`config.mk`:
```
export PLATFORM = sky130hd
export DESIGN_NAME = layer_input_feeder
export DESIGN_NICKNAME = d
export VERILOG_FILES = /design/src/rtl/layer_input_feeder.sv
export SDC_FILE = /design/constraint.sdc
export NUM_CORES = 1
export LEC_CHECK = 0
export ABC_AREA = 1
export CAP_MARGIN = 40
export CORE_UTILIZATION = 52
export CTS_BUF_LIST = sky130_fd_sc_hd__clkbuf_16
export DETAILED_ROUTE_END_ITERATION = 10
export PLACE_DENSITY = 0.77
export SLEW_MARGIN = 20
export SYNTH_ARGS = -nofsm -noshare
export SYNTH_HDL_FRONTEND = slang
export SYNTH_SLANG_ARGS = --single-unit
```
`constraint.sdc`:
```
create_clock -name clk -period 5.3 [get_ports clk]
set_input_delay 1.06 -clock clk [delete_from_list [all_inputs] [get_ports clk]]
set_output_delay 1.06 -clock clk [all_outputs]
set_load 0.01 [all_outputs]
```
`src/rtl/layer_input_feeder.sv`:
```
// Producer side of the layer-node input interface: slides a 5-sample window over the
// serial signed ECG stream and flags when the node bank's outputs reflect each window.
module layer_input_feeder #(
    parameter int STRIDE   = 1,
    parameter int NODE_LAT = 3
) (
    input  logic               clk,
    input  logic               reset,
    input  logic               flush,
    input  logic signed [7:0]  sample_in,
    input  logic               sample_valid,
    output logic               sample_ready,
    output logic signed [7:0]  A0x,
    output logic signed [7:0]  A1x,
    output logic signed [7:0]  A2x,
    output logic signed [7:0]  A3x,
    output logic signed [7:0]  A4x,
    output logic               vec_valid,
    output logic               node_valid,
    output logic [15:0]        vec_cnt
);

    typedef enum logic [1:0] {
        FILL,
        PRESENT,
        STRIDE_WAIT
    } state_t;

    localparam logic [2:0] FILL_LAST   = 3'd4;
    localparam logic [2:0] STRIDE_LAST = 3'(STRIDE - 1);

    state_t               state;
    state_t               next_state;
    logic signed [7:0]    win [5];
    logic [2:0]           fill_cnt;
    logic [2:0]           new_cnt;
    logic                 accept;
    logic                 complete;
    logic [NODE_LAT-1:0]  node_pipe;

    // Handshake and window-completion decode; flush forces a fresh fill from any state.
    always_comb begin
        next_state   = state;
        complete     = 1'b0;
        sample_ready = !flush && (state != PRESENT);
        accept       = sample_valid && sample_ready;
        case (state)
            FILL: begin
                if (accept && fill_cnt == FILL_LAST) begin
                    complete   = 1'b1;
                    next_state = PRESENT;
                end
            end
            PRESENT: begin
                next_state = STRIDE_WAIT;
            end
            STRIDE_WAIT: begin
                if (accept && new_cnt == STRIDE_LAST) begin
                    complete   = 1'b1;
                    next_state = PRESENT;
                end
            end
            default: begin
                next_state = FILL;
            end
        endcase
        if (flush) begin
            next_state = FILL;
        end
    end

    always_ff @(posedge clk) begin
        if (reset) begin
            state <= FILL;
        end else begin
            state <= next_state;
        end
    end

    // Window shift register and fill/stride counters; flush discards only the window side.
    always_ff @(posedge clk) begin
        if (reset || flush) begin
            for (int i = 0; i < 5; i++) begin
                win[i] <= '0;
            end
            fill_cnt <= '0;
            new_cnt  <= '0;
        end else begin
            if (accept) begin
                for (int i = 0; i < 4; i++) begin
                    win[i] <= win[i+1];
                end
                win[4] <= sample_in;
            end
            if (state == FILL && accept) begin
                fill_cnt <= fill_cnt + 3'd1;
            end
            if (state == PRESENT) begin
                new_cnt <= '0;
            end else if (state == STRIDE_WAIT && accept) begin
                new_cnt <= new_cnt + 3'd1;
            end
        end
    end

    // Presented window, its pulse, and the node-latency delay line survive a flush.
    always_ff @(posedge clk) begin
        if (reset) begin
            A0x       <= '0;
            A1x       <= '0;
            A2x       <= '0;
            A3x       <= '0;
            A4x       <= '0;
            vec_valid <= 1'b0;
            vec_cnt   <= '0;
            node_pipe <= '0;
        end else begin
            vec_valid <= complete;
            node_pipe <= (node_pipe << 1) | NODE_LAT'(vec_valid);
            if (complete) begin
                A0x     <= win[1];
                A1x     <= win[2];
                A2x     <= win[3];
                A3x     <= win[4];
                A4x     <= sample_in;
                vec_cnt <= vec_cnt + 16'd1;
            end
        end
    end

    assign node_valid = node_pipe[NODE_LAT-1];

endmodule

```
## Word level (Yosys, flattened, before mapping)

Memory sizes are Yosys's and may differ from the RTL's.
Cells that the tools add are included.

- Reductions and logical operators: 13
- Eq/ne operators: 6
- Bitwise gates (word level): 6
- Multiplexer cells: 16
- Add/subtract/negate cells: 3

Operators by type and width:

| operator | count |
|---|---|
| 2-to-1 mux 8 bit | 5 |
| adder 16 x 1 -> 16 bit, second input constant | 1 |
| 2-to-1 mux 1 bit | 7 |
| adder 3 x 1 -> 3 bit, second input constant | 2 |
| logical AND 1 bit | 6 |
| one-hot mux 2 bit (3 select lines) | 1 |
| bitwise OR 1 bit | 5 |
| 2-to-1 mux 2 bit | 2 |
| != test 2 bit, second input constant | 2 |
| OR reduction 2 bit | 2 |
| equality test 3 bit, second input constant | 1 |
| logical NOT 3 bit | 1 |
| bitwise OR 3 x 1 -> 3 bit | 1 |
| equality test 2 x 1 -> 1 bit, second input constant | 1 |
| equality test 2 bit, second input constant | 1 |
| logical NOT 2 bit | 1 |
| != test 2 x 1 -> 1 bit, second input constant | 1 |
| one-hot mux 1 bit (2 select lines) | 1 |
| AND reduction 2 bit | 1 |
| logical NOT 1 bit | 1 |
| logical OR 1 bit | 1 |

- Memory bits (writable): 40
- Bits of input ports: 12
- Register bits after elaboration: 68
- Memories: 1

Memory list:

| memory | words | width | rd ports | clocked after memory_dff | wr ports | line | source |
|---|---|---|---|---|---|---|---|
| win | 5 | 8 | 4 | 0 | 5 | 34 | `logic signed [7:0] win [5];` |

## Logic depth before layout (Yosys ltp)

Gate-level depths: netlist (run 1).

- Word-level depth: 7
- Mapped depth: 11

## Least setup slack after synthesis (run 1)

No wires, ideal clock.

- Path kind: input to register
- Start: in flush
- End: mem win[1][2], in the netlist win[0][10] (enable)
- Arrival: 3,609 ps
- Slack: 1,226 ps
- Stages: 3
- Buffers on the path: 0
- Cells stage by stage: a21oi_4 > inv_1 > o21ai_0

RTL lines:

| item | line | source |
|---|---|---|
| from (decl) | 9 | `input logic flush,` |
| to (decl) | 34 |  |

## Worst setup path in the final report (run 1)

- Start: in flush
- End: out sample_ready

- Cells in the longest elaborated chain, start to end: 2

Ends and longest elaborated chain:

| item | line | source |
|---|---|---|
| logical NOT 1 bit | 45 | `sample_ready = !flush && (state != PRESENT);` |
| logical AND 1 bit | 45 |  |
| to (decl) | 12 | `output logic sample_ready,` |

No other way between the ends.

==> results of run 1 <==
[power by group through the flow]
stage | clock network, mW | registers [mW] | logic (mW)
final | 0.628 | 0.812 | 0.0483
after global routing | 0.668 | 0.813 | 0.0541
after CTS | 0.640 | 0.812 | 0.0489
after detailed placement | 0 | 0.829 | 0.0484
after global placement | 0 | 0.828 | 0.0429
after floorplan | 0 | 0.827 | 0.0255
[tightest hold or removal path: cells and delay by family (launching register included)]
kind | cells | cell delay (ns)
flip-flops | 1 | 0.30
buffers and inverters | 1 | 0.04
AND/OR/NAND/NOR | 1 | 0.03
[placed cells by master, fill, tap and decap left out, types with 18 or more instances in the layout]
master	Yosys	routed
nand2_1	39	39
dfxtp_1	68	68
a21oi_1	18	18
o21ai_0	27	26
inv_1	56	58
clkdlybuf4s50_1	0	70
nand3_1	22	22
o21ai_1	20	20
edfxtp_1	32	32
nor2_1	150	150
[area by class of cell]
class,instances,area share
tap,99,0.0244
sequential,100,0.458
inverter,59,0.0437
clock buffer,9,0.0444
clock inverter,7,0.0121
multi-input combinational,297,0.267
timing repair buffer,74,0.150
[metal layers]
metal,part of all wire,vias to the layer above
met5,0,-
met1,0.46,1448
met4,0.017,0
li1,-,1637
met3,0.052,10
met2,0.47,74
[sequential cells by signal (all words and copies together), names as in the netlist]
name / flops
win: 32
vec_cnt: 16
A0x: 8
A1x: 8
A2x: 8
A3x: 8
A4x: 8
fill_cnt: 3
new_cnt: 3
node_pipe: 3
state: 2
vec_valid: 1
[worst max-delay path by stage]
stage	start	end	slack, ns	depth (start not counted)
floorplan	flush	win[0][10]	1.23	3
global placement	sample_valid	A1x[0]	1.89	8
detailed placement	sample_valid	A1x[6]	1.78	8
CTS	flush	sample_ready	1.93	3
global route	flush	sample_ready	1.87	3
finish	flush	sample_ready	1.93	3
[cell families (layout without fill, tap and decap cells)]
logic type	Yosys count	count (layout)	share of synthesized area
AO/OA/AOI/OAI	68	68	0.0889
flip-flops	100	100	0.575
buffers and inverters	79	149	0.0917
XOR/XNOR	1	1	0.00217
AND/OR/NAND/NOR	223	223	0.227
adder cells (fa/ha/maj)	5	5	0.0155
[metrics by stage]
stage                util  power (mW)  hold slack (ns)
floorplan               -       0.853            0.388
global placement    0.642       0.871            0.392
detailed placement  0.649       0.877            0.395
CTS                 0.688        1.50            0.405
global route        0.688        1.53            0.417
finish              0.688        1.49            0.403
==> impl_metrics.toml, run 1 <==
[placed_design]
post_dp_cell_area_um2 = 4790
portBuffers = 70
dp_cells = 629
pre_cts_slack_ns = 1.78
gp_congestion = 0.821
dp.final_hpwl_mm = 5.26

[grt]
track_usage = 0.211
top_usage_layer = "met2"
grt_util_met1 = 0.278
grt_pass1_vias = 2954
met2_usage = 0.334
grt_pass1_wl_mm = 13.9
globalRouteMet3Util = 0.0533
antenna_found_initial = 0
grt_max_degree = 68
grt_overflow_total = 0

[power]
pwr-share-comb = 0.032
p_int_mw = 1.18
clockPowerShare = 0.422
p_leak_nw = 2.11
p_seq_frac = 0.546
power_density_nw_per_um2 = 293
p_sw_frac = 0.204
power.switching_mw = 0.304
peakVddDrop_v = 0.000207

[logic_synthesis]
synth.distinct_cells = 26
synth_area_leaders = "dfxtp_1, edfxtp_1, nor2_1"
synth_fp_nets = 493
yosysWarnings = 0
syn_inst = 476
yosysMostFrequentCell = "nor2_1"
synth-seq-cells = 100
avgSynthCellArea_um2 = 8.48
synth_largest_area_cell = "dfxtp_1"
synth-async-reset-ratio = 0
netlist_area_um2 = 4040
synth_edf_count = 32
seq_area_frac_synth = 0.575
synthTopCellsByCount = "nor2_1, dfxtp_1, inv_1"
synth_top_cell_area_share = 0.337
synth_flop_cell = "dfxtp_1"

[finish]
multi_input_area_um2 = 1360
drive_gt1_frac = 0.0495
fin_cells = 645
seq_area_um2 = 2320
stdcell_area_um2 = 5070
nFillCells = 590
diodes = 0
areaGrowthSynthToFinish_pct = 25.6
nets = 558

[cts]
cts.htree.levels = 3
cts.repair_timing.setup_buffer_count = 0
insertion_delay_ns = 0.34
cts_buffers = 9
cts-root-buf = "clkbuf_16"
cts_resized = 0
cts_tree = "built"
hold_buffers = 0
clk_pin_slew_ns = 0.06
clockBufferDepth = 2
cts_sinks = 100

[floorplan]
die_area_um2 = 8120
ios = 71
num_rows = 31
die_h_um = 90.1
core_um2 = 7370
die_width_um = 90.1
start_util = 0.548

[routing]
wl_mm = 8.07
viasPerCell = 4.91
final_antenna_net_count = 0
drc_errors = 0
avgRoutedWirePerCell_um = 12.5
via_count = 3169
first_iter_violations = 223
firstDrtPassIters = 4

[sta]
tightest_slew_ns = 0.779
skew_ns = 0.00529
fmax_mhz = 296
tns_ns = 0
final-setup-viol-count = 0
hold_viol = 0
worst_slack_ns = 1.93
rsz0062_at_grt = "no"
finalCritPeriodShare = 0.636
period_minus_slack_ns = 3.37
maxSlewHeadroom = 0.480
slew_violations = 0

[critical_path]
path_buf_inv = 2
arrival_ns = 2.31
critPathTopFamily = "buffers and inverters"
crit_path_start_kind = "input port"
timing.rr.start = "new_cnt[1]"
cp.required_ns = 4.24
cp-end-kind = "primary output"
reg2reg_depth = 9
path_common_cell = "clkdlybuf4s50_1"
path_max_fanout = 5
reg2reg_to = "A3x[7]"
critPathKind = "in -> out"
worst_path_max_delay_cell = "clkdlybuf4s50_1"
crit_chain = "clkdlybuf4s50_1, a21oi_4, clkdlybuf4s50_1"
slowest_delay_ns = 0.56
r2r_slack_ns = 2.85

[worst_hold_path]
hold_depth = 2
hold_start = "node_pipe[0]"
holdPathEnd = "node_pipe[1]"
min_path_type = "reg -> reg"

[status]
status = "completed"

[run]
cap_violations = 0
Note: power is estimated with default switching activity, not from simulation.
==> run 2, diff against run 1 <==
Settings changed: CORE_UTILIZATION 52 to 47, PLACE_DENSITY 0.77 to 0.73.
Clock period 5.3 ns to 2.75 ns, I/O delays scaled along.
==> impl_metrics.toml, run 2 (synthesis results as in run 1) <==
[cts]
cts.repair_timing.setup_buffer_count = 0
cts-root-buf = "clkbuf_16"
cts_sinks = 100
clk_pin_slew_ns = 0.06
cts.htree.levels = 3
cts_tree = "built"
hold_buffers = 0
cts_resized = 0
cts_buffers = 9
insertion_delay_ns = 0.33
clockBufferDepth = 2

[sta]
maxSlewHeadroom = 0.512
period_minus_slack_ns = 2.34
final-setup-viol-count = 0
hold_viol = 0
finalCritPeriodShare = 0.852
tightest_slew_ns = 0.732
tns_ns = 0
worst_slack_ns = 0.408
skew_ns = 0.00712
slew_violations = 0
fmax_mhz = 427
worst_hold_slack_ns = 0.407
rsz0062_at_grt = "no"

[critical_path]
path_max_fanout = 5
critPathKind = "in -> out"
crit_path_start_kind = "input port"
worst_path_max_delay_cell = "clkdlybuf4s50_1"
cp.required_ns = 2.20
slowest_delay_ns = 0.56
critPathTopFamily = "buffers and inverters"
path_common_cell = "clkdlybuf4s50_1"
arrival_ns = 1.79
cp-end-kind = "primary output"
path_buf_inv = 2
crit_chain = "clkdlybuf4s50_1, a21oi_4, clkdlybuf4s50_1"

[power]
p_leak_nw = 2.09
power_density_nw_per_um2 = 553
peakVddDrop_v = 0.000283
finalPower_mw = 2.79

[floorplan]
die_area_um2 = 8970
die_width_um = 94.7
start_util = 0.489
num_rows = 33
ios = 71
core_um2 = 8260
die_h_um = 94.7

[worst_hold_path]
min_path_type = "reg -> reg"

[finish]
drive_gt1_frac = 0.0566
nets = 560
areaGrowthSynthToFinish_pct = 25.1
mostFrequentLayoutCells = "nor2_1, clkdlybuf4s50_1, dfxtp_1"
reg_top3 = "win: 32 flops, vec_cnt: 16 flops"
nFillCells = 728
top_register = "win"
layout.cells.most_common = "nor2_1"
fin_util = 0.612
largest_register_ffs = 32
diodes = 0

[routing]
firstDrtPassIters = 4
routed.top_layer = "met4"
viasPerCell = 4.78
wl_mm = 7.73
final_antenna_net_count = 0
avgRoutedWirePerCell_um = 11.8
drc_errors = 0
first_iter_violations = 204
via_count = 3119
dr_wl_met3_um = 474
wl_met1_mm = 3.55
met2_length_mm = 3.53

[placed_design]
portBuffers = 70
dp.final_hpwl_mm = 5.02
gp_congestion = 0.828
pre_cts_slack_ns = 0.357

[grt]
grt_pass1_wl_mm = 13.0
track_usage = 0.186
grt_pass1_vias = 2880
grt_overflow_total = 0
antenna_found_initial = 0
grt_max_degree = 53

[status]
status = "completed"

[run]
cap_violations = 0
==> run 2: worst paths after layout <==
kind | startpoint | to | slack [ns] | depth (start not counted)
worst max register to register | new_cnt[0] | vec_cnt[5] | 0.95 | 10
worst min register to register | node_pipe[0] | node_pipe[1] | 0.41 | 2
worst max-delay path | flush | sample_ready | 0.41 | 3
worst min-delay path | node_pipe[0] | node_pipe[1] | 0.41 | 2
==> run 2: worst min-delay path: cells and delay by family, from the launching register on <==
family / cells / cell delay (ns)
buf+inv: 1 / 0.04
flops: 1 / 0.30
simple gates: 1 / 0.03
==> run 2: metrics by stage <==
step                cell area, um2  std cells
finish                        5050        653
global route                  5050        653
CTS                           5050        653
detailed placement            4780        637
global placement              4780        637
floorplan                     4040        476
==> run 2: final cells by class <==
type / count / area (um2) / share of cell area
Inverter: 59 / 221 / 0.0438
Sequential cell: 100 / 2320 / 0.460
Tap cell: 105 / 131 / 0.0260
Clock buffer: 9 / 225 / 0.0446
Multi-Input combinational cell: 297 / 1360 / 0.269
Timing Repair Buffer: 76 / 746 / 0.148
Clock inverter: 7 / 48.8 / 0.00966
==> run 2: power breakdown <==
| group | total, mW | leakage [nW] | internal (mW) | switching [mW] |
|---|---|---|---|---|
| Clock | 1.14 | 0.128 | 0.615 | 0.530 |
| Combinational | 0.0872 | 1.05 | 0.0327 | 0.0545 |
| Sequential | 1.56 | 0.911 | 1.55 | 0.0126 |
| Total | 2.79 | 2.09 | 2.20 | 0.597 |
==> run 2: per-layer routing <==
| layer | global-route usage | up-vias |
|---|---|---|
| met5 | 0 | - |
| met4 | 0.0859 | 0 |
| met3 | 0.0435 | 17 |
| met2 | 0.295 | 72 |
| met1 | 0.240 | 1385 |
| li1 | - | 1645 |
==> run 3, diff against run 2 <==
Settings changed: GPL_TIMING_DRIVEN set to 0.
==> impl_metrics.toml, run 3 (synthesis results as in run 1) <==
[critical_path]
crit_start = "flush"
critPathKind = "in -> out"
cp-endpoint = "sample_ready"
reg2reg_depth = 6
r2r_slack_ns = 1.00
reg2reg_to = "win[0][17]"
cp.required_ns = 2.20
arrival_ns = 1.83
cp-end-kind = "primary output"
path_max_fanout = 5
crit_path_start_kind = "input port"
timing.rr.start = "state[0]"

[routing]
via_count = 3245
firstDrtPassIters = 6
viasPerCell = 4.86
wl_mm = 8.55
drc_errors = 0
avgRoutedWirePerCell_um = 12.8
final_antenna_net_count = 0
first_iter_violations = 146

[finish]
areaGrowthSynthToFinish_pct = 28.6
largest_register_ffs = 32
nFillCells = 728
layout.cells.most_common = "nor2_1"
multi_input_area_um2 = 1360
drive_gt1_frac = 0.0693
diodes = 0
top_register = "win"
mostFrequentLayoutCells = "nor2_1, clkdlybuf4s50_1, dfxtp_1"
nets = 575
fin_util = 0.629
seq_area_um2 = 2320
reg_top3 = "win: 32 flops, vec_cnt: 16 flops"

[cts]
cts.repair_timing.setup_buffer_count = 0
cts_resized = 0
clockBufferDepth = 2
cts_buffers = 9
clk_pin_slew_ns = 0.07
hold_buffers = 0
cts-root-buf = "clkbuf_16"
cts_sinks = 100
insertion_delay_ns = 0.34
cts.htree.levels = 3
cts_tree = "built"

[placed_design]
portBuffers = 70
gp_congestion = 0.922
dp.final_hpwl_mm = 6.08

[grt]
grt_pass1_wl_mm = 14.0
track_usage = 0.205
grt_overflow_total = 0
antenna_found_initial = 0
grt_max_degree = 23
grt_pass1_vias = 2949

[floorplan]
num_rows = 33
start_util = 0.489
die_width_um = 94.7
ios = 71
die_area_um2 = 8970
core_um2 = 8260
die_h_um = 94.7

[power]
peakVddDrop_v = 0.000303
p_leak_nw = 2.16
power_density_nw_per_um2 = 550

[sta]
final-setup-viol-count = 0
rsz0062_at_grt = "no"
tightest_slew_ns = 0.513
worst_hold_slack_ns = 0.408
slew_violations = 0
fmax_mhz = 421
hold_viol = 0
maxSlewHeadroom = 0.658
finalCritPeriodShare = 0.864
period_minus_slack_ns = 2.38
skew_ns = 0.00883

[worst_hold_path]
min_path_type = "reg -> reg"

[status]
status = "completed"

[run]
cap_violations = 0
[run 3: cell types whose count changed in the layout (fill, tap and decap cells not counted)]
cell,change
buf_12,+1
buf_4,-3
clkinv_1,-2
inv_1,+1
buf_6,+1
inv_8,+2
buf_16,+1
clkinv_4,-1
buf_2,+4
clkbuf_1,+8
buf_8,+3
[run 3: final cells by class]
class / count / area share
Sequential cell: 100 / 0.447
Multi-Input combinational cell: 297 / 0.261
Timing Repair Buffer: 71 / 0.140
Clock buffer: 9 / 0.0434
Inverter: 59 / 0.0427
Buffer: 20 / 0.0287
Tap cell: 105 / 0.0253
Clock inverter: 7 / 0.0113
[run 3: through the flow]
step                worst slack [ns]  total power [mW]  TNS (ns)  cell area (um2)  cells
floorplan                     0.0511              1.64         0             4040    476
global placement               -1.08              1.68    -34.43             4870    651
detailed placement             0.285              1.69         0             4910    652
CTS                            0.371              2.87         0             5190    668
global route                   0.297              2.94         0             5190    668
finish                         0.375              2.86         0             5190    668
[run 3: per-layer routing]
| metal | track usage | vias up | share of wire |
|---|---|---|---|
| met2 | 0.338 | 67 | 0.48 |
| met4 | 0.0871 | 0 | 0.016 |
| met1 | 0.256 | 1489 | 0.46 |
| li1 | - | 1678 | - |
| met3 | 0.0475 | 11 | 0.047 |
| met5 | 0 | - | 0 |
[run 3: report_power, final]
group          total (mW)  internal (mW)  switching [mW]
combinational      0.0931         0.0357          0.0574
sequential           1.56           1.55          0.0128
clock                1.20          0.630           0.571
[run 3: critical path: stages]
cell and delay [ns]:
clkdlybuf4s50_1 0.50, a21oi_4 0.21, clkdlybuf4s50_1 0.56
[run 3: worst min-delay path by stage]
| stage | start | to | cells after the start |
|---|---|---|---|
| after floorplan | node_pipe[0] | node_pipe[1] | 2 |
| after global placement | node_pipe[0] | node_pipe[1] | 2 |
| after detailed placement | node_pipe[0] | node_pipe[1] | 2 |
| after CTS | node_pipe[1] | node_pipe[2] | 2 |
| after global routing | node_pipe[0] | node_pipe[1] | 2 |
| final | node_pipe[1] | node_pipe[2] | 2 |
